--- config.mk ---
export PLATFORM = sky130hd
export DESIGN_NAME = mem_arbiter_flat
export DESIGN_NICKNAME = d
export VERILOG_FILES = /design/src/rtl/mem_arbiter_if.sv /design/src/rtl/mem_arbiter.sv /design/src/flat_wrapper.sv
export SDC_FILE = /design/constraint.sdc
export NUM_CORES = 1
export LEC_CHECK = 0
export CAP_MARGIN = 0
export CORE_ASPECT_RATIO = 0.6
export CORE_MARGIN = 2
export CORE_UTILIZATION = 37
export CTS_CLUSTER_SIZE = 16
export DETAILED_ROUTE_END_ITERATION = 7
export PLACE_DENSITY = 0.94
export SLEW_MARGIN = 10
export SYNTH_ARGS = -nofsm -noshare
export SYNTH_HDL_FRONTEND = slang
export SYNTH_SLANG_ARGS = --single-unit
--- constraint.sdc ---
create_clock -name clk -period 3.3 [get_ports clk]
set_input_delay 0.495 -clock clk [delete_from_list [all_inputs] [get_ports clk]]
set_output_delay 0.495 -clock clk [all_outputs]
set_load 0.05 [all_outputs]
--- src/rtl/mem_arbiter_if.sv ---
// ============================================================================
// Module   : mem_arbiter_if
// Purpose  : CPU fetch port, CPU load/store port and unified memory bus.
// Revision : 1.0
// ============================================================================
`default_nettype none

interface mem_arbiter_if #(
    parameter int ADDR_W = 32,
    parameter int DATA_W = 32,
    parameter int SEL_W  = 4
) ();
    logic              i_ifReq;
    logic [ADDR_W-1:0] i_ifAddr;
    logic [DATA_W-1:0] o_ifInst;
    logic              o_ifValid;
    logic              o_ifStall;

    logic              i_dReadReq;
    logic              i_dWriteReq;
    logic [ADDR_W-1:0] i_dAddr;
    logic [SEL_W-1:0]  i_dSel;
    logic [DATA_W-1:0] i_dStoreData;
    logic [DATA_W-1:0] o_dLoadData;
    logic              o_dValid;
    logic              o_dStall;

    logic              o_memReadEnable;
    logic              o_memWriteEnable;
    logic [ADDR_W-1:0] o_memAddr;
    logic [SEL_W-1:0]  o_memSel;
    logic [DATA_W-1:0] o_memStoreData;
    logic [DATA_W-1:0] i_memLoadData;

    modport slave (
        input  i_ifReq, i_ifAddr, i_dReadReq, i_dWriteReq, i_dAddr, i_dSel,
               i_dStoreData, i_memLoadData,
        output o_ifInst, o_ifValid, o_ifStall, o_dLoadData, o_dValid, o_dStall,
               o_memReadEnable, o_memWriteEnable, o_memAddr, o_memSel, o_memStoreData
    );

    modport master (
        output i_ifReq, i_ifAddr, i_dReadReq, i_dWriteReq, i_dAddr, i_dSel,
               i_dStoreData, i_memLoadData,
        input  o_ifInst, o_ifValid, o_ifStall, o_dLoadData, o_dValid, o_dStall,
               o_memReadEnable, o_memWriteEnable, o_memAddr, o_memSel, o_memStoreData
    );
endinterface

`default_nettype wire

--- src/rtl/mem_arbiter.sv ---
// ============================================================================
// Module   : mem_arbiter
// Purpose  : Shares one single-port memory between fetch and load/store ports.
// Revision : 1.0
// ============================================================================
`default_nettype none

module mem_arbiter #(
    parameter int ADDR_W  = 32,
    parameter int DATA_W  = 32,
    parameter int SEL_W   = 4,
    parameter int MEM_LAT = 2
) (
    input  wire logic    clk,
    input  wire logic    rst,
    mem_arbiter_if.slave bus
);
    localparam int              CNT_W      = (MEM_LAT > 1) ? $clog2(MEM_LAT) : 1;
    localparam logic [CNT_W-1:0] C_CNT_LOAD = CNT_W'(MEM_LAT - 1);
    localparam logic             C_LAT_ONE  = (MEM_LAT == 1);

    typedef enum logic [1:0] {
        S_IDLE   = 2'd0,
        S_BUSY_I = 2'd1,
        S_BUSY_D = 2'd2
    } state_t;

    state_t            r_state;
    logic [CNT_W-1:0]  r_cnt;
    logic              r_lastD;
    logic              r_isWrite;
    logic              r_memRe;
    logic              r_memWe;
    logic [ADDR_W-1:0] r_memAddr;
    logic [SEL_W-1:0]  r_memSel;
    logic [DATA_W-1:0] r_memData;

    logic w_dReq;
    logic w_grantD;
    logic w_finalI;
    logic w_finalD;

    assign w_dReq   = bus.i_dReadReq | bus.i_dWriteReq;
    // On a collision the port that did not win last time is served.
    assign w_grantD = w_dReq & (~bus.i_ifReq | ~r_lastD);

    always_ff @(posedge clk or negedge rst) begin
        if (!rst) begin
            r_state   <= S_IDLE;
            r_cnt     <= '0;
            r_lastD   <= 1'b0;
            r_isWrite <= 1'b0;
            r_memRe   <= 1'b0;
            r_memWe   <= 1'b0;
            r_memAddr <= '0;
            r_memSel  <= '0;
            r_memData <= '0;
        end else begin
            case (r_state)
                S_IDLE: begin
                    if (bus.i_ifReq | w_dReq) begin
                        r_cnt     <= C_CNT_LOAD;
                        r_isWrite <= w_grantD & bus.i_dWriteReq;
                        r_memRe   <= ~(w_grantD & bus.i_dWriteReq);
                        r_memWe   <= w_grantD & bus.i_dWriteReq & C_LAT_ONE;
                        r_memAddr <= w_grantD ? bus.i_dAddr : bus.i_ifAddr;
                        r_memSel  <= w_grantD ? bus.i_dSel : {SEL_W{1'b1}};
                        r_memData <= w_grantD ? bus.i_dStoreData : '0;
                        r_state   <= w_grantD ? S_BUSY_D : S_BUSY_I;
                    end else begin
                        r_memRe <= 1'b0;
                        r_memWe <= 1'b0;
                    end
                end
                S_BUSY_I, S_BUSY_D: begin
                    if (r_cnt == '0) begin
                        r_state <= S_IDLE;
                        r_memRe <= 1'b0;
                        r_memWe <= 1'b0;
                        r_lastD <= (r_state == S_BUSY_D);
                    end else begin
                        r_cnt <= r_cnt - 1'b1;
                        // Write strobe lands on the last of the stable cycles.
                        if (r_cnt == CNT_W'(1)) begin
                            r_memWe <= r_isWrite;
                        end
                    end
                end
                default: begin
                    r_state <= S_IDLE;
                    r_memRe <= 1'b0;
                    r_memWe <= 1'b0;
                end
            endcase
        end
    end

    assign w_finalI = (r_state == S_BUSY_I) && (r_cnt == '0);
    assign w_finalD = (r_state == S_BUSY_D) && (r_cnt == '0);

    assign bus.o_ifValid        = w_finalI;
    assign bus.o_dValid         = w_finalD;
    assign bus.o_ifInst         = w_finalI ? bus.i_memLoadData : '0;
    assign bus.o_dLoadData      = (w_finalD && !r_isWrite) ? bus.i_memLoadData : '0;
    assign bus.o_ifStall        = bus.i_ifReq & ~w_finalI;
    assign bus.o_dStall         = w_dReq & ~w_finalD;
    assign bus.o_memReadEnable  = r_memRe;
    assign bus.o_memWriteEnable = r_memWe;
    assign bus.o_memAddr        = r_memAddr;
    assign bus.o_memSel         = r_memSel;
    assign bus.o_memStoreData   = r_memData;

endmodule

`default_nettype wire

--- src/flat_wrapper.sv ---
// flat-port wrapper written by rule: the top's interface ports become plain ports
module mem_arbiter_flat 
#(
    parameter int ADDR_W  = 32,
    parameter int DATA_W  = 32,
    parameter int SEL_W   = 4,
    parameter int MEM_LAT = 2
)
  (clk, rst, bus_i_ifReq, bus_i_ifAddr, bus_i_dReadReq, bus_i_dWriteReq, bus_i_dAddr, bus_i_dSel, bus_i_dStoreData, bus_i_memLoadData, bus_o_ifInst, bus_o_ifValid, bus_o_ifStall, bus_o_dLoadData, bus_o_dValid, bus_o_dStall, bus_o_memReadEnable, bus_o_memWriteEnable, bus_o_memAddr, bus_o_memSel, bus_o_memStoreData);
  mem_arbiter_if #(.ADDR_W(ADDR_W), .DATA_W(DATA_W), .SEL_W(SEL_W)) bus_i ();
  input  wire logic clk;
  input  wire logic rst;
  input wire logic [$bits(bus_i.i_ifReq)-1:0] bus_i_ifReq;
  input wire logic [$bits(bus_i.i_ifAddr)-1:0] bus_i_ifAddr;
  input wire logic [$bits(bus_i.i_dReadReq)-1:0] bus_i_dReadReq;
  input wire logic [$bits(bus_i.i_dWriteReq)-1:0] bus_i_dWriteReq;
  input wire logic [$bits(bus_i.i_dAddr)-1:0] bus_i_dAddr;
  input wire logic [$bits(bus_i.i_dSel)-1:0] bus_i_dSel;
  input wire logic [$bits(bus_i.i_dStoreData)-1:0] bus_i_dStoreData;
  input wire logic [$bits(bus_i.i_memLoadData)-1:0] bus_i_memLoadData;
  output wire logic [$bits(bus_i.o_ifInst)-1:0] bus_o_ifInst;
  output wire logic [$bits(bus_i.o_ifValid)-1:0] bus_o_ifValid;
  output wire logic [$bits(bus_i.o_ifStall)-1:0] bus_o_ifStall;
  output wire logic [$bits(bus_i.o_dLoadData)-1:0] bus_o_dLoadData;
  output wire logic [$bits(bus_i.o_dValid)-1:0] bus_o_dValid;
  output wire logic [$bits(bus_i.o_dStall)-1:0] bus_o_dStall;
  output wire logic [$bits(bus_i.o_memReadEnable)-1:0] bus_o_memReadEnable;
  output wire logic [$bits(bus_i.o_memWriteEnable)-1:0] bus_o_memWriteEnable;
  output wire logic [$bits(bus_i.o_memAddr)-1:0] bus_o_memAddr;
  output wire logic [$bits(bus_i.o_memSel)-1:0] bus_o_memSel;
  output wire logic [$bits(bus_i.o_memStoreData)-1:0] bus_o_memStoreData;
  assign bus_i.i_ifReq = bus_i_ifReq;
  assign bus_i.i_ifAddr = bus_i_ifAddr;
  assign bus_i.i_dReadReq = bus_i_dReadReq;
  assign bus_i.i_dWriteReq = bus_i_dWriteReq;
  assign bus_i.i_dAddr = bus_i_dAddr;
  assign bus_i.i_dSel = bus_i_dSel;
  assign bus_i.i_dStoreData = bus_i_dStoreData;
  assign bus_i.i_memLoadData = bus_i_memLoadData;
  assign bus_o_ifInst = bus_i.o_ifInst;
  assign bus_o_ifValid = bus_i.o_ifValid;
  assign bus_o_ifStall = bus_i.o_ifStall;
  assign bus_o_dLoadData = bus_i.o_dLoadData;
  assign bus_o_dValid = bus_i.o_dValid;
  assign bus_o_dStall = bus_i.o_dStall;
  assign bus_o_memReadEnable = bus_i.o_memReadEnable;
  assign bus_o_memWriteEnable = bus_i.o_memWriteEnable;
  assign bus_o_memAddr = bus_i.o_memAddr;
  assign bus_o_memSel = bus_i.o_memSel;
  assign bus_o_memStoreData = bus_i.o_memStoreData;
  mem_arbiter #(.ADDR_W(ADDR_W), .DATA_W(DATA_W), .SEL_W(SEL_W), .MEM_LAT(MEM_LAT)) u_core (.clk(clk), .rst(rst), .bus(bus_i));
endmodule
==> After elaboration in Yosys (flattened, before gate mapping) <==
Cells that the tools add are included.
{ "totals": {"regBits": 75, "input_bits": 137, "out_inout_bits": 138} }
{ "classes": {"n_addsub": 1, "eq_ne": 4, "muxes": 17, "n_bitwise": 13, "n_reduce_logical": 11} }
{ "op_table": {"columns": ["operator", "count"], "rows": [
  ["32-bit two-way mux", 4],
  ["2-bit AND reduction", 4],
  ["1-bit two-way mux", 6],
  ["2-bit two-way mux", 3],
  ["1-bit NOT", 6],
  ["1-bit bitwise AND", 4],
  ["4-bit two-way mux", 1],
  ["1-bit case mux with 2 select lines", 2],
  ["2-bit case mux with 2 select lines", 1],
  ["1-bit logical AND", 3],
  ["1-bit bitwise OR", 3],
  ["2-bit by 1-bit equality test with 1-bit output (second input constant)", 1],
  ["2-bit equality test (second input constant)", 1],
  ["2-bit logical NOT", 1],
  ["2-bit by 1-bit inequality test with 1-bit output (second input constant)", 1],
  ["2-bit inequality test (second input constant)", 1],
  ["2-bit nonzero test", 1],
  ["2-bit OR reduction", 1],
  ["1-bit logical NOT", 1],
  ["1-bit subtractor (second input constant)", 1]
]} }

==> Logic depth before layout (Yosys ltp) <==
{ "logic_depth": {"word_depth": 7, "mapped_depth": 7, "mapped_depth_nobuf": 5} }

==> Worst setup path after synthesis <==
Ideal clock, no wire load.
{ "synth_timing": {"path_type": "reg-to-output", "startpoint": "register u_core.r_state[0]", "endpoint": "output bus_o_dLoadData[10]", "t_arrival_ns": 2.302, "required_time_ns": 2.805, "path_slack_ns": 0.503, "stages_incl_launch_ff": 7, "n_path_buf": 1, "cell_sequence": "dfrtp_1 inv_1 ha_1 nor2b_1 and2b_1 clkbuf_1 and2_1"} }
{ "synth_between": {"elab_chain_len": 4} }
{ "synth_lines": {"columns": ["item", "line", "source"], "rows": [
  ["from (decl)", "mem_arbiter.sv:28", "state_t r_state;"],
  ["from (signal assigned)", "mem_arbiter.sv:69", "r_state <= w_grantD ? S_BUSY_D : S_BUSY_I;"],
  ["2-bit equality test", "mem_arbiter.sv:99", "assign w_finalD = (r_state == S_BUSY_D) && (r_cnt == '0);"],
  ["1-bit logical AND", "mem_arbiter.sv:99", null],
  ["net bus_o_dValid", "flat_wrapper.sv:25", "output wire logic [$bits(bus_i.o_dValid)-1:0] bus_o_dValid;"],
  ["1-bit logical AND", "mem_arbiter.sv:104", "assign bus.o_dLoadData = (w_finalD && !r_isWrite) ? bus.i_memLoadData : '0;"],
  ["32-bit two-way mux", "mem_arbiter.sv:104", null],
  ["to (decl)", "flat_wrapper.sv:24", "output wire logic [$bits(bus_i.o_dLoadData)-1:0] bus_o_dLoadData;"]
]} }
The timed path passes the listed nets, and every way through them passes these cells.

==> Worst setup path after layout <==
{ "layout_timing": {"startpoint": "register u_core.r_state[0]", "endpoint": "output bus_o_dLoadData[25]"} }
{ "layout_between": {"elab_chain_len": 4} }
{ "layout_lines": {"columns": ["item", "line"], "rows": [
  ["2-bit equality test", "mem_arbiter.sv:99"],
  ["1-bit logical AND", "mem_arbiter.sv:99"],
  ["1-bit logical AND", "mem_arbiter.sv:104"],
  ["32-bit two-way mux", "mem_arbiter.sv:104"]
]} }
No other way between the ends.

==> results.txt <==
Clock Tree Root: clkbuf_16
post-synthesis cell count: 341
Final Cycle Share: 93.6%
Synth area leaders: dfrtp_1 51%, and2_1 11%, mux2i_1 8.8%
Starting Density: 37.5%
Min Clock Period, post-route: 3.09 ns
Critical Path AT: 2.59 ns
Hold WC Path Type: in2async
Post-CTS Setup Bufs: 0
GR Overflow Total: 0
leakage: 2.95 nW
share of post-route cells with drive strength above 1: 9.95%
Ant. Diodes: 0
Site Rows: 28
# H-tree levels: 3
slowest CP cell: clkdlybuf4s50_1
Power Density: 1030 nW/um^2
Synth top area share: 51.4%
Synth cell types: 30
area leader, netlist: dfrtp_1
Psw: 0.00339 W
number of flops mapped to enable cells by yosys: 0
xor and xnor area share after synthesis: 0%
Post-CTS Hold Buffers: 0
leading cell type by number of instances after synthesis: dfrtp_1
RePlAce Congestion: 0.853
worst vdd ir: 721 uV
largest family of logic cells by synthesized area: simple AND/OR/NAND/NOR gates
synthesized cell area: 3650 um^2
Filler cells: 727
Routed Antenna Nets: 0
simple logic cell fraction of the synthesized area: 17.5%
global-route wire length before repair: 18500 um
detailed-route DRC error count: 0
final setup TNS: 0 ns
Initial DRT Pass Iterations: 4
sequential element share of the synthesized area: 51.4%
Syn Nets: 482
die width: 132 um
via count: 3535
Longest Clk Path Bufs: 2
vias per cell: 4.73
async set-or-reset flop fraction in the synthesized netlist: 100%
final hold vios: 0
Worst EP required: 2.80 ns
area delta synth->final: 83.6%
Cell Chain, Critical Path: inv_1 > ha_1 > nor2b_1 > and2b_1 > buf_4 > and2_1 > clkdlybuf4s50_1
Total Wirelength: 12000 um
combinational share of power: 61.2%
switching share of power: 49.1%
type of the worst setup path: reg2out
CTS resizes: 0
clk slew on worst S/H paths: 0.06 ns
post-DP HPWL: 9270 um
Critical Path Fanout Max: 32
FMAX: 0.324 GHz
status: finished, final reports clean
CP max stage delay: 0.83 ns
type of destination of the critical path: output pin
flops & latches, synth: 75
Clock Sinks: 75
Die Height: 80.9 um
Clk network pwr share: 15.3%
initial DRC count: 129
Max Slew Vio Count: 0
Post-Syn Area per Cell: 10.7 um^2
Startpoint Class: flip-flop
Worst-Margin Slew: 0.981 ns
Pint: 0.00352 W
Buffers on Ports: 274
die area: 10700 um^2
total power draw: 0.00691 W
Final nets: 749
synth cell count leaders: 75 x dfrtp_1, 65 x and2_1, 40 x nand2_1
max cap viols: 0
mux contribution to synthesized area: 9.09%
GRT Overall Usage: 22.1%
CTS buffer count: 9
Seq pwr share: 23.5%
vias in the first global route: 3477
top_reg_cell synth: dfrtp_1
Clock Skews: 0.00633 ns
post-synthesis compound-gate area fraction: 15.4%
largest net degree at the start of global routing: 76
CTS tree: built
post-synthesis adder-cell area fraction: 1.37%
wire per inst: 16.1 um
RSZ-0062 raised after global routing: no
Worst-Skew Late Latency: 0.32 ns
antenna violations before repair: 0
core area: 9740 um^2
setup violators final: 0
Ports: 275
Worst slew margin: 34.5%
Yosys warnings: 0
[placed cells by master (no fill, tap or decap), types with 6 or more instances in the layout]
cell type / Yosys / layout
o21ai_0: 16 / 16
nand2_1: 40 / 40
clkbuf_16: 0 / 9
clkdlybuf4s50_1: 0 / 240
buf_4: 3 / 42
and2_1: 65 / 65
o21ai_1: 21 / 21
nor2_1: 7 / 6
a22o_1: 32 / 32
mux2i_1: 32 / 32
dfrtp_1: 75 / 75
[area by class of cell]
cell class,instances,area [um^2],area share (%)
timing repair buffer,282,2720,40.6
tap,135,169,2.52
clock buffer,12,256,3.83
clock inverter,4,72.6,1.08
sequential,75,1880,28.0
multi-input combinational,237,1600,23.8
inverter,3,11.3,0.168
[cells by family (layout without fill, tap and decap cells)]
logic type | Yosys count | in the layout
multiplexers | 33 | 33
adder cells (fa/ha/maj) | 4 | 4
AO/OA/AOI/OAI | 79 | 79
AND/OR/NAND/NOR | 121 | 121
flip-flops | 75 | 75
buffers and inverters | 29 | 301
[worst max-delay path: cells and delay by family (launching register included)]
kind / cells / cell delay [ns]
buffers and inverters: 3 / 1.23
flip-flops: 1 / 0.38
AND/OR/NAND/NOR: 3 / 0.51
adder cells (fa/ha/maj): 1 / 0.15
[path summary, 6_finish.rpt]
check / start / to / slack (ns) / cells past startpoint
setup / recovery: u_core.r_state[0] / bus_o_dLoadData[25] / 0.21 / 7
hold / removal: rst / u_core.bus.o_memAddr[21] / 0.30 / 1
setup reg to reg: u_core.r_state[0] / u_core.bus.o_memSel[2] / 1.52 / 5
hold reg to reg: u_core.bus.o_memAddr[27] / u_core.bus.o_memAddr[27] / 0.48 / 2
max in group asynchronous: rst / u_core.bus.o_memStoreData[4] / 2.40 / 1
min in group clk: u_core.bus.o_memAddr[27] / u_core.bus.o_memAddr[27] / 0.48 / 2
[registers in the layout, summed over array words and instances, names as in the netlist]
register and count:
u_core.bus.o_memSel 4, u_core.bus.o_memReadEnable 1, u_core.bus.o_memWriteEnable 1, u_core.r_isWrite 1, u_core.bus.o_memStoreData 32, u_core.r_state 2
u_core.r_lastD 1, u_core.r_cnt 1, u_core.bus.o_memAddr 32
[per-stage QoR]
step / worst slack [ns] / instances / hold WS [ns] / util (%) / instance area, um^2
floorplan: 0.503 / 341 / 0.199 / - / 3650
global placement: 0.572 / 732 / 0.463 / 65.4 / 6370
detailed placement: 0.534 / 732 / 0.471 / 65.4 / 6370
CTS: 0.213 / 748 / 0.340 / 68.8 / 6700
global route: 0.0497 / 748 / 0.384 / 68.8 / 6700
finish: 0.211 / 748 / 0.297 / 68.8 / 6700
[per-layer routing]
layer  share of wire (%)  track usage [%]  vias up
met3                 6.9             6.43       11
met4                0.66             4.52        0
li1                    -                -     1710
met5                   0                0        -
met1                  44             28.2     1683
met2                  48             38.0      131
[power by group through the flow]
stage	clock, W	sequential, W	combinational [W]
after global placement	0	0.00159	0.00418
after detailed placement	0	0.00162	0.00425
after global routing	0.00112	0.00168	0.00444
after CTS	0.00108	0.00162	0.00426
final	0.00105	0.00162	0.00423
after floorplan	0	0.00298	0.00146
Note: power is estimated with default switching activity, not from simulation.
